**src/rtl/memory_controller_pkg.sv**
```systemverilog
// Shared constants and types for the byte-serial RAM controller.
package memory_controller_pkg;
   localparam int          LSB_CAP_BIT        = 3;
   localparam logic [1:0]  LEN_B              = 2'b00;
   localparam logic [1:0]  LEN_H              = 2'b01;
   localparam logic [1:0]  LEN_W              = 2'b10;
   localparam logic [31:0] IO_ADDR_LO_DEFAULT = 32'h0003_0000;

   typedef enum logic [1:0] {ST_IDLE, ST_READ, ST_WRITE, ST_DONE} state_e;
   typedef enum logic {OWN_FETCH, OWN_LSB} owner_e;

   // The reserved length code 2'b11 is treated as a word access.
   function automatic logic [2:0] len_to_bytes(input logic [1:0] len);
      case (len)
         LEN_B:   return 3'd1;
         LEN_H:   return 3'd2;
         LEN_W:   return 3'd4;
         default: return 3'd4;
      endcase
   endfunction
endpackage

```
**src/rtl/memory_controller.sv**
```systemverilog
// Serialises one fetch or load/store at a time into byte transactions on a
// single-port RAM, reassembling read bytes little-endian.
module memory_controller
   import memory_controller_pkg::*;
#(
   parameter logic [31:0] IO_ADDR_LO = IO_ADDR_LO_DEFAULT
) (
   input  logic                   clk_in,
   input  logic                   rst_in,
   input  logic                   rdy_in,
   input  logic                   clear,
   input  logic                   io_buffer_full,
   input  logic [7:0]             mem_din,
   output logic [7:0]             mem_dout,
   output logic [31:0]            mem_a,
   output logic                   mem_wr,
   input  logic                   if_req,
   input  logic [31:0]            if_addr,
   output logic                   if_ready,
   output logic [31:0]            if_data,
   input  logic                   lsb_req,
   input  logic [LSB_CAP_BIT-1:0] lsb_pos,
   input  logic                   lsb_ls,
   input  logic [1:0]             lsb_len,
   input  logic [31:0]            lsb_addr,
   input  logic [31:0]            lsb_val,
   output logic                   lsb_busy,
   output logic                   lsb_finished,
   output logic [31:0]            lsb_val_out,
   output logic [LSB_CAP_BIT-1:0] lsb_pos_out
);
   state_e                 state_q, state_d;
   owner_e                 owner_q, owner_d;
   logic                   store_q, store_d;
   logic [2:0]             cnt_q, cnt_d;
   logic [2:0]             len_q, len_d;
   logic [31:0]            addr_q, addr_d;
   logic [31:0]            val_q, val_d;
   logic [31:0]            res_q, res_d;
   logic [LSB_CAP_BIT-1:0] pos_q, pos_d;
   logic [31:0]            if_hold_q, if_hold_d;
   logic [31:0]            val_hold_q, val_hold_d;
   logic [LSB_CAP_BIT-1:0] pos_hold_q, pos_hold_d;
   logic [31:0]            cur_a;
   logic                   io_stall;
   logic                   done_ok;

   assign cur_a    = addr_q + {29'd0, cnt_q};
   assign io_stall = io_buffer_full && (cur_a >= IO_ADDR_LO);
   assign lsb_busy = (state_q != ST_IDLE);

   always_ff @(posedge clk_in) begin
      if (rst_in) begin
         state_q    <= ST_IDLE;
         owner_q    <= OWN_LSB;
         store_q    <= 1'b0;
         cnt_q      <= 3'd0;
         len_q      <= 3'd0;
         if_hold_q  <= 32'd0;
         val_hold_q <= 32'd0;
         pos_hold_q <= '0;
      end else begin
         state_q    <= state_d;
         owner_q    <= owner_d;
         store_q    <= store_d;
         cnt_q      <= cnt_d;
         len_q      <= len_d;
         if_hold_q  <= if_hold_d;
         val_hold_q <= val_hold_d;
         pos_hold_q <= pos_hold_d;
      end
   end

   always_ff @(posedge clk_in) begin
      addr_q <= addr_d;
      val_q  <= val_d;
      res_q  <= res_d;
      pos_q  <= pos_d;
   end

   always_comb begin
      state_d    = state_q;
      owner_d    = owner_q;
      store_d    = store_q;
      cnt_d      = cnt_q;
      len_d      = len_q;
      addr_d     = addr_q;
      val_d      = val_q;
      res_d      = res_q;
      pos_d      = pos_q;
      if_hold_d  = if_ready ? res_q : if_hold_q;
      val_hold_d = (lsb_finished && !store_q) ? res_q : val_hold_q;
      pos_hold_d = lsb_finished ? pos_q : pos_hold_q;
      if (rdy_in) begin
         unique case (state_q)
            ST_IDLE: begin
               if (!clear && (lsb_req || if_req)) begin
                  cnt_d = 3'd0;
                  res_d = 32'd0;
                  if (lsb_req) begin
                     owner_d = OWN_LSB;
                     store_d = lsb_ls;
                     len_d   = len_to_bytes(lsb_len);
                     addr_d  = lsb_addr;
                     val_d   = lsb_val;
                     pos_d   = lsb_pos;
                     state_d = lsb_ls ? ST_WRITE : ST_READ;
                  end else begin
                     owner_d = OWN_FETCH;
                     store_d = 1'b0;
                     len_d   = 3'd4;
                     addr_d  = if_addr;
                     state_d = ST_READ;
                  end
               end
            end
            ST_READ: begin
               if (clear) begin
                  state_d = ST_IDLE;
               end else begin
                  // Byte addressed at count k-1 arrives while the count is k.
                  case (cnt_q)
                     3'd0:    ;
                     3'd1:    res_d[7:0]   = mem_din;
                     3'd2:    res_d[15:8]  = mem_din;
                     3'd3:    res_d[23:16] = mem_din;
                     default: res_d[31:24] = mem_din;
                  endcase
                  if (cnt_q == len_q) state_d = ST_DONE;
                  else                cnt_d   = cnt_q + 3'd1;
               end
            end
            ST_WRITE: begin
               if (!io_stall) begin
                  if (cnt_q == len_q - 3'd1) state_d = ST_DONE;
                  else                       cnt_d   = cnt_q + 3'd1;
               end
            end
            ST_DONE: begin
               state_d = ST_IDLE;
            end
         endcase
      end
   end

   always_comb begin
      mem_a        = 32'd0;
      mem_dout     = 8'd0;
      mem_wr       = 1'b0;
      done_ok      = rdy_in && (state_q == ST_DONE) && !(clear && !store_q);
      if_ready     = done_ok && (owner_q == OWN_FETCH);
      lsb_finished = done_ok && (owner_q == OWN_LSB);
      if_data      = if_ready ? res_q : if_hold_q;
      lsb_val_out  = (lsb_finished && !store_q) ? res_q : val_hold_q;
      lsb_pos_out  = lsb_finished ? pos_q : pos_hold_q;
      unique case (state_q)
         ST_READ: begin
            // While frozen, re-address the previous byte so it is still on
            // mem_din when the pending capture finally happens.
            if (!rdy_in && cnt_q != 3'd0) mem_a = cur_a - 32'd1;
            else if (cnt_q < len_q)       mem_a = cur_a;
         end
         ST_WRITE: begin
            mem_a  = cur_a;
            mem_wr = rdy_in && !io_stall;
            case (cnt_q)
               3'd0:    mem_dout = val_q[7:0];
               3'd1:    mem_dout = val_q[15:8];
               3'd2:    mem_dout = val_q[23:16];
               default: mem_dout = val_q[31:24];
            endcase
         end
         default: ;
      endcase
   end
endmodule
```
**config.mk**
```make
export PLATFORM = sky130hd
export DESIGN_NAME = memory_controller
export DESIGN_NICKNAME = d
export VERILOG_FILES = /design/src/rtl/memory_controller_pkg.sv /design/src/rtl/memory_controller.sv
export SDC_FILE = /design/constraint.sdc
export NUM_CORES = 1
export LEC_CHECK = 0
export CAP_MARGIN = 25
export CORE_MARGIN = 1
export CORE_UTILIZATION = 30
export DETAILED_ROUTE_END_ITERATION = 8
export HOLD_SLACK_MARGIN = 0.02
export RECOVER_POWER = 25
export SYNTH_ARGS = -nofsm -noshare
export SYNTH_HDL_FRONTEND = slang
export SYNTH_SLANG_ARGS = --single-unit
export TNS_END_PERCENT = 5
```
**constraint.sdc**
```tcl
create_clock -name clk_in -period 4.4 [get_ports clk_in]
set_input_delay 0.44 -clock clk_in [delete_from_list [all_inputs] [get_ports clk_in]]
set_output_delay 0.44 -clock clk_in [all_outputs]
set_load 0.05 [all_outputs]
```
# --- Word-level counts from Yosys, hierarchy flattened ---
# Index checks and enable logic that the tools add are counted.
word_totals:
  regBits: 176
  in_bits: 117
  out_inout_bits: 111
  word_cells: 109
op_classes:
  n_addsub: 4
  magnitude_cmp: 2
  eq_ne: 20
  muxes: 35
  bitwise_logic: 1
  n_reduce_logical: 32
ops:
  columns: ["cell", "n"]
  rows:
  - ["two-way mux 32 bit", 7]
  - ["case mux 32 bit (2 select lines)", 2]
  - ["two-way mux 8 bit", 5]
  - ["adder 32 x 3 -> 32 bit", 1]
  - [">= comparator 32 x 18 -> 1 bit (second input constant)", 1]
  - ["subtractor 32 x 1 -> 32 bit (second input constant)", 1]
  - ["AND reduction 5 bit", 5]
  - ["case mux 8 bit (3 select lines)", 1]
  - ["two-way mux 3 bit", 7]
  - ["two-way mux 2 bit", 7]
  - ["inequality test 2 bit (second input constant)", 7]
  - ["logical AND 1 bit", 10]
  - ["case mux 3 bit (3 select lines)", 1]
  - ["case mux 2 bit (4 select lines)", 1]
  - ["AND reduction 7 bit", 1]
  - ["equality test 3 x 2 -> 1 bit (second input constant)", 2]
  - ["equality test 3 bit", 2]
  - ["inequality test 2 x 1 -> 1 bit (second input constant)", 3]
  - ["case mux 3 bit (2 select lines)", 1]
  - ["nonzero test 3 bit", 2]
  - ["zero test 1 bit", 5]
  - ["equality test 2 x 1 -> 1 bit (second input constant)", 2]
  - ["equality test 2 bit (second input constant)", 2]
  - ["zero test 2 bit", 2]
  - ["other kinds (13)", 16]

# --- Logic depth before layout (Yosys ltp) ---
logic_depth:
  ltp_word: 7
  depth_mapped: 12
  ltp_nobuf: 10

# --- Worst setup path after synthesis ---
# No wires, ideal clock.
synth_path:
  kind: "register -> output"
  start: "register addr_q[0]"
  end: "output mem_a[25]"
  arrival_time_ns: 3.623
  t_required_ns: 3.960
  setup_slack_ns: 0.337
  stages_incl_launch_ff: 11
  n_path_buf: 0
  cell_sequence: "edfxtp_1 > ha_1 > fa_1 > a2111o_1 > o21ai_0 > a31oi_1 > nor4_2 > nand3_1 > nor2_2 > nand4_1 > a31oi_1"
synth_between:
  elab_chain_len: 4
  word_cells_on_any_way: 5
  classes_between: "add/sub: 2; mux: 3"
synth_rtl:
  columns: ["item", "line", "rtl"]
  rows:
  - ["start: declaration", "memory_controller.sv:37", "logic [31:0] addr_q, addr_d;"]
  - ["start signal: assignment", "memory_controller.sv:75", "addr_q <= addr_d;"]
  - ["adder 32 x 3 -> 32 bit (*)", "memory_controller.sv:48", "assign cur_a = addr_q + {29'd0, cnt_q};"]
  - ["subtractor 32 x 1 -> 32 bit or two-way mux 32 bit (tied branches)", "memory_controller.sv:160, memory_controller.sv:161", null]
  - ["two-way mux 32 bit", "memory_controller.sv:160", "if (!rdy_in && cnt_q != 3'd0) mem_a = cur_a - 32'd1;"]
  - ["case mux 32 bit (2 select lines) (*)", "memory_controller.sv:156", "unique case (state_q)"]
  - ["end: declaration", "memory_controller.sv:15", "output logic [31:0] mem_a,"]
# Mark *: on every way between the ends. The rest lies on a longest branch, timed or not.

# --- Worst setup path after layout ---
layout_path:
  start: "register cnt_q[0]"
  end: "output mem_a[26]"
layout_between:
  elab_chain_len: 4
  word_cells_on_any_way: 8
  classes_between: "add/sub: 2; order compare: 1; mux: 3; reduce/logical: 2"
layout_rtl:
  columns: ["item", "line", "rtl"]
  rows:
  - ["start: declaration", "memory_controller.sv:35", "logic [2:0] cnt_q, cnt_d;"]
  - ["start signal: assignment", "memory_controller.sv:66", "cnt_q <= cnt_d;"]
  - ["adder 32 x 3 -> 32 bit, or another cell as far along", "memory_controller.sv:48", null]
  - ["subtractor 32 x 1 -> 32 bit, or another cell as far along", "memory_controller.sv:160", null]
  - ["two-way mux 32 bit", "memory_controller.sv:160", null]
  - ["case mux 32 bit (2 select lines) (*)", "memory_controller.sv:156", null]
# Marks and branches as above.

==> qor.csv <==
stage;metric;value;unit
hold_path;min-delay src;len_q[1];
clocking;total CTS buffers;17;
grt;total grt overflow;0;
route;Initial DRT Pass Iterations;5;
clocking;Max Buffers Root-to-Sink;2;
cells_and_area;Inserted Diodes;0;
synth;Post-Syn Nets;1066;
worst_setup_path;type of the worst setup path;reg2out;
pwr;P_leak;4.76;nW
grt;maximum number of pins on one net before global-route repair;45;
synth;top cells by count, synth;nand2_1 (153), edfxtp_1 (99), dfxtp_1 (77), nor2b_1 (71), mux2_2 (65);
synth;Synth area leader;edfxtp_1;
clocking;worst-skew pair later-pin latency;440;ps
synth;synthesized area;9310;um^2
floorplan;I/O Pins;228;
placed_design;placed cells;1525;
synth;post-synthesis sequential area ratio;48.5;%
worst_setup_path;FF-to-FF setup slack;1030;ps
cells_and_area;P&R area growth vs syn;37.6;%
timing;Max transition margin;-37.7;%
outcome;status;complete, but fails checks;
synth;yosys warns;0;
run;Max-cap violations;1;
worst_setup_path;crit end category;primary output;
pwr;peak supply drop;262;uV
worst_setup_path;FF-to-FF Start;addr_q[2];
grt;gr usage total;17.0;%
grt;initial antenna violation count;2;
route;final wirelength;26900;um
timing;Final Setup Violations;0;
timing;post-route clock period utilization;95.5;%
worst_setup_path;worst path cell trace;ha_1 -> fa_2 -> a21o_4 -> nand4_4 -> or3_1 -> a22o_1 -> and3_2 -> a41o_1 -> a211oi_1 -> a41o_1 -> buf_4;
placed_design;Final HPWL DP;19200;um
timing;final setup skew;14.3;ps
synth;Post-synth EDFFs;99;
timing;Worst-Margin Slew;2070;ps
route;Routed WL per cell;17.3;um
placed_design;I/O Buffers;227;
floorplan;row cnt;64;
grt;first-pass GRT wire length;41500;um
floorplan;Core Box Area;30600;um^2
floorplan;die area;31800;um^2
route;Vias;7745;
clocking;CTS Sinks;176;
placed_design;RePlAce Congestion;0.891;
floorplan;initial core utilization;30.4;%
synth;count leader, synth;nand2_1;
clocking;CTS tree;built;
cells_and_area;Layout Utilization;41.9;%
grt;vias in the first global route;7524;
timing;Final Critical Period;4200;ps
outcome;failing checks;max-capacitance violations, max-slew violations;
synth;ranking of synthesized cells by area;edfxtp_1 (32%), dfxtp_1 (17%), mux2_2 (7.9%);
worst_setup_path;Critical Path Most Common Cell;a41o_1;
worst_setup_path;Max FO, Critical Path;9;
timing;final hold vios;0;
route;DRT antenna net count;0;
worst_setup_path;worst-path cell with the longest stage delay;or3_1;
clocking;Root Driver;clkbuf_16;
cells_and_area;post-route insts no fill;1558;
worst_setup_path;Worst EP arrival;3760;ps
timing;setup tns final;0;ps
worst_setup_path;worst r2r path cells;9;
hold_path;Hold Path Stages;2;
synth;Synth cell types;74;
route;drc violations;0;
clocking;Post-CTS Hold Fix Bufs;0;
cells_and_area;Final Cell Area;12800;um^2
cells_and_area;Final nets;1286;
timing;Fmax achieved;238;MHz
hold_path;WHS Endpoint;len_q[1];
synth;Post-Syn Instances;929;
clocking;H-tree levels;4;
pwr;PD cells;305;nW/um^2
timing;unrepaired setup endpoints after global routing;yes;
synth;FF+latch count, synth;176;
worst_setup_path;Worst Path Required;3960;ps
worst_setup_path;crit path launch type;flip-flop;
timing;Final Max Tran Viols;39;
floorplan;Die Span Y;178;um
route;via-per-instance ratio;4.97;
synth;asr flop ratio synth;0;%
synth;Most used DFF post-synth;edfxtp_1;
floorplan;die width;178;um
worst_setup_path;R2R Path End;cnt_q[2];
synth;synthesized area per cell;10.0;um^2
cells_and_area;number of fill cells;2932;
cells_and_area;share of layout cells above drive strength 1;15.9;%
placed_design;Placed Area;12200;um^2
worst_setup_path;Max stage delay on crit path;470;ps
hold_path;Worst Hold Class;reg2reg;
clocking;CTS clk-pin slew, worst paths;70;ps
pwr;total power;3.90;mW
synth;Synth top area share;31.9;%
route;Iteration-0 DRC Markers;480;
==> logic make-up after synthesis <==
kind of cell | share of synthesized area [%]
AOI/OAI and AO/OA | 10.5
xor gates and xnor gates | 3.59
adders and majority gates | 2.77
buffers and inverters | 3.48
DFF | 48.5
muxes | 8.83
and+or+nand+nor | 22.4
==> power by group <==
group          internal [mW]  total (mW)  switching, mW
clock                  0.767        1.55          0.784
combinational          0.209       0.486          0.277
sequential              1.82        1.86         0.0456
==> worst max path at each step <==
stage	from	endpoint	slack, ps	cells after the start
after global placement	addr_q[0]	mem_a[30]	420	11
after CTS	cnt_q[0]	mem_a[21]	-5	11
after detailed placement	cnt_q[0]	mem_a[22]	340	11
after global routing	addr_q[2]	mem_a[28]	-10	12
final	cnt_q[0]	mem_a[26]	200	11
after floorplan	addr_q[0]	mem_a[25]	340	10
==> through the flow <==
stage               hold slack (ps)  setup WS, ps
detailed placement              455           335
CTS                             465         -4.68
global route                    511         -14.2
global placement                444           420
floorplan                       432           337
finish                          465           199
==> final cells by class <==
| cell class | instances | area (um^2) | share of cell area [%] |
|---|---|---|---|
| Tap cell | 396 | 495 | 3.87 |
| Clock buffer | 17 | 425 | 3.32 |
| Inverter | 25 | 93.8 | 0.732 |
| Timing Repair Buffer | 253 | 2580 | 20.1 |
| Clock inverter | 15 | 171 | 1.34 |
| Multi-Input combinational cell | 676 | 4540 | 35.4 |
| Sequential cell | 176 | 4510 | 35.2 |
==> what timing repair did <==
| item | in CTS | in global routing |
|---|---|---|
| hold endpoints to repair | 0 | 0 |
| gates resized for setup | 5 | 8 |
| setup buffers | 0 | 0 |
| pin swaps | 1 | 0 |
| endpoints found under the setup margin | 11 | 16 |
==> layout by cell type, fill, tap and decap left out, types with 17 or more instances in the layout <==
master           Yosys  routed
clkdlybuf4s50_1      0     154
nand2_1            153     153
edfxtp_1            99      99
dfxtp_1             77      77
nor2b_1             71      71
mux2_2              65      62
nor2_1              60      59
a21oi_1             42      42
buf_4                3      42
dlygate4sd3_1        0      35
inv_1               23      23
nand3_1             22      21
ha_1                19      19
xor2_1              18      18
nand4_1             18      18
clkbuf_16            0      17
buf_12               0      17
==> worst max-delay path, delay by kind of cell, from the launching register on <==
kind | cells | cell delay [ps]
AO/OA/AOI/OAI | 5 | 1140
AND/OR/NAND/NOR | 3 | 1010
adder cells (fa/ha/maj) | 2 | 560
flip-flops | 1 | 410
buffers and inverters | 1 | 200
==> state kept, by name (all words and copies together) (netlist names) <==
signal / count
addr_q: 32
cnt_q: 3
if_hold_q: 32
len_q: 3
owner_q: 1
pos_hold_q: 3
pos_q: 3
res_q: 32
state_q: 2
store_q: 1
val_hold_q: 32
val_q: 32
==> layer usage <==
layer	part of all wire (%)	routed length, um	GRT usage [%]
met1	47	12500	23.0
met2	46	12300	26.8
met5	0.085	23	0
met4	1.9	522	5.83
met3	5.9	1590	3.52
Power figures use the tool's default switching activity.
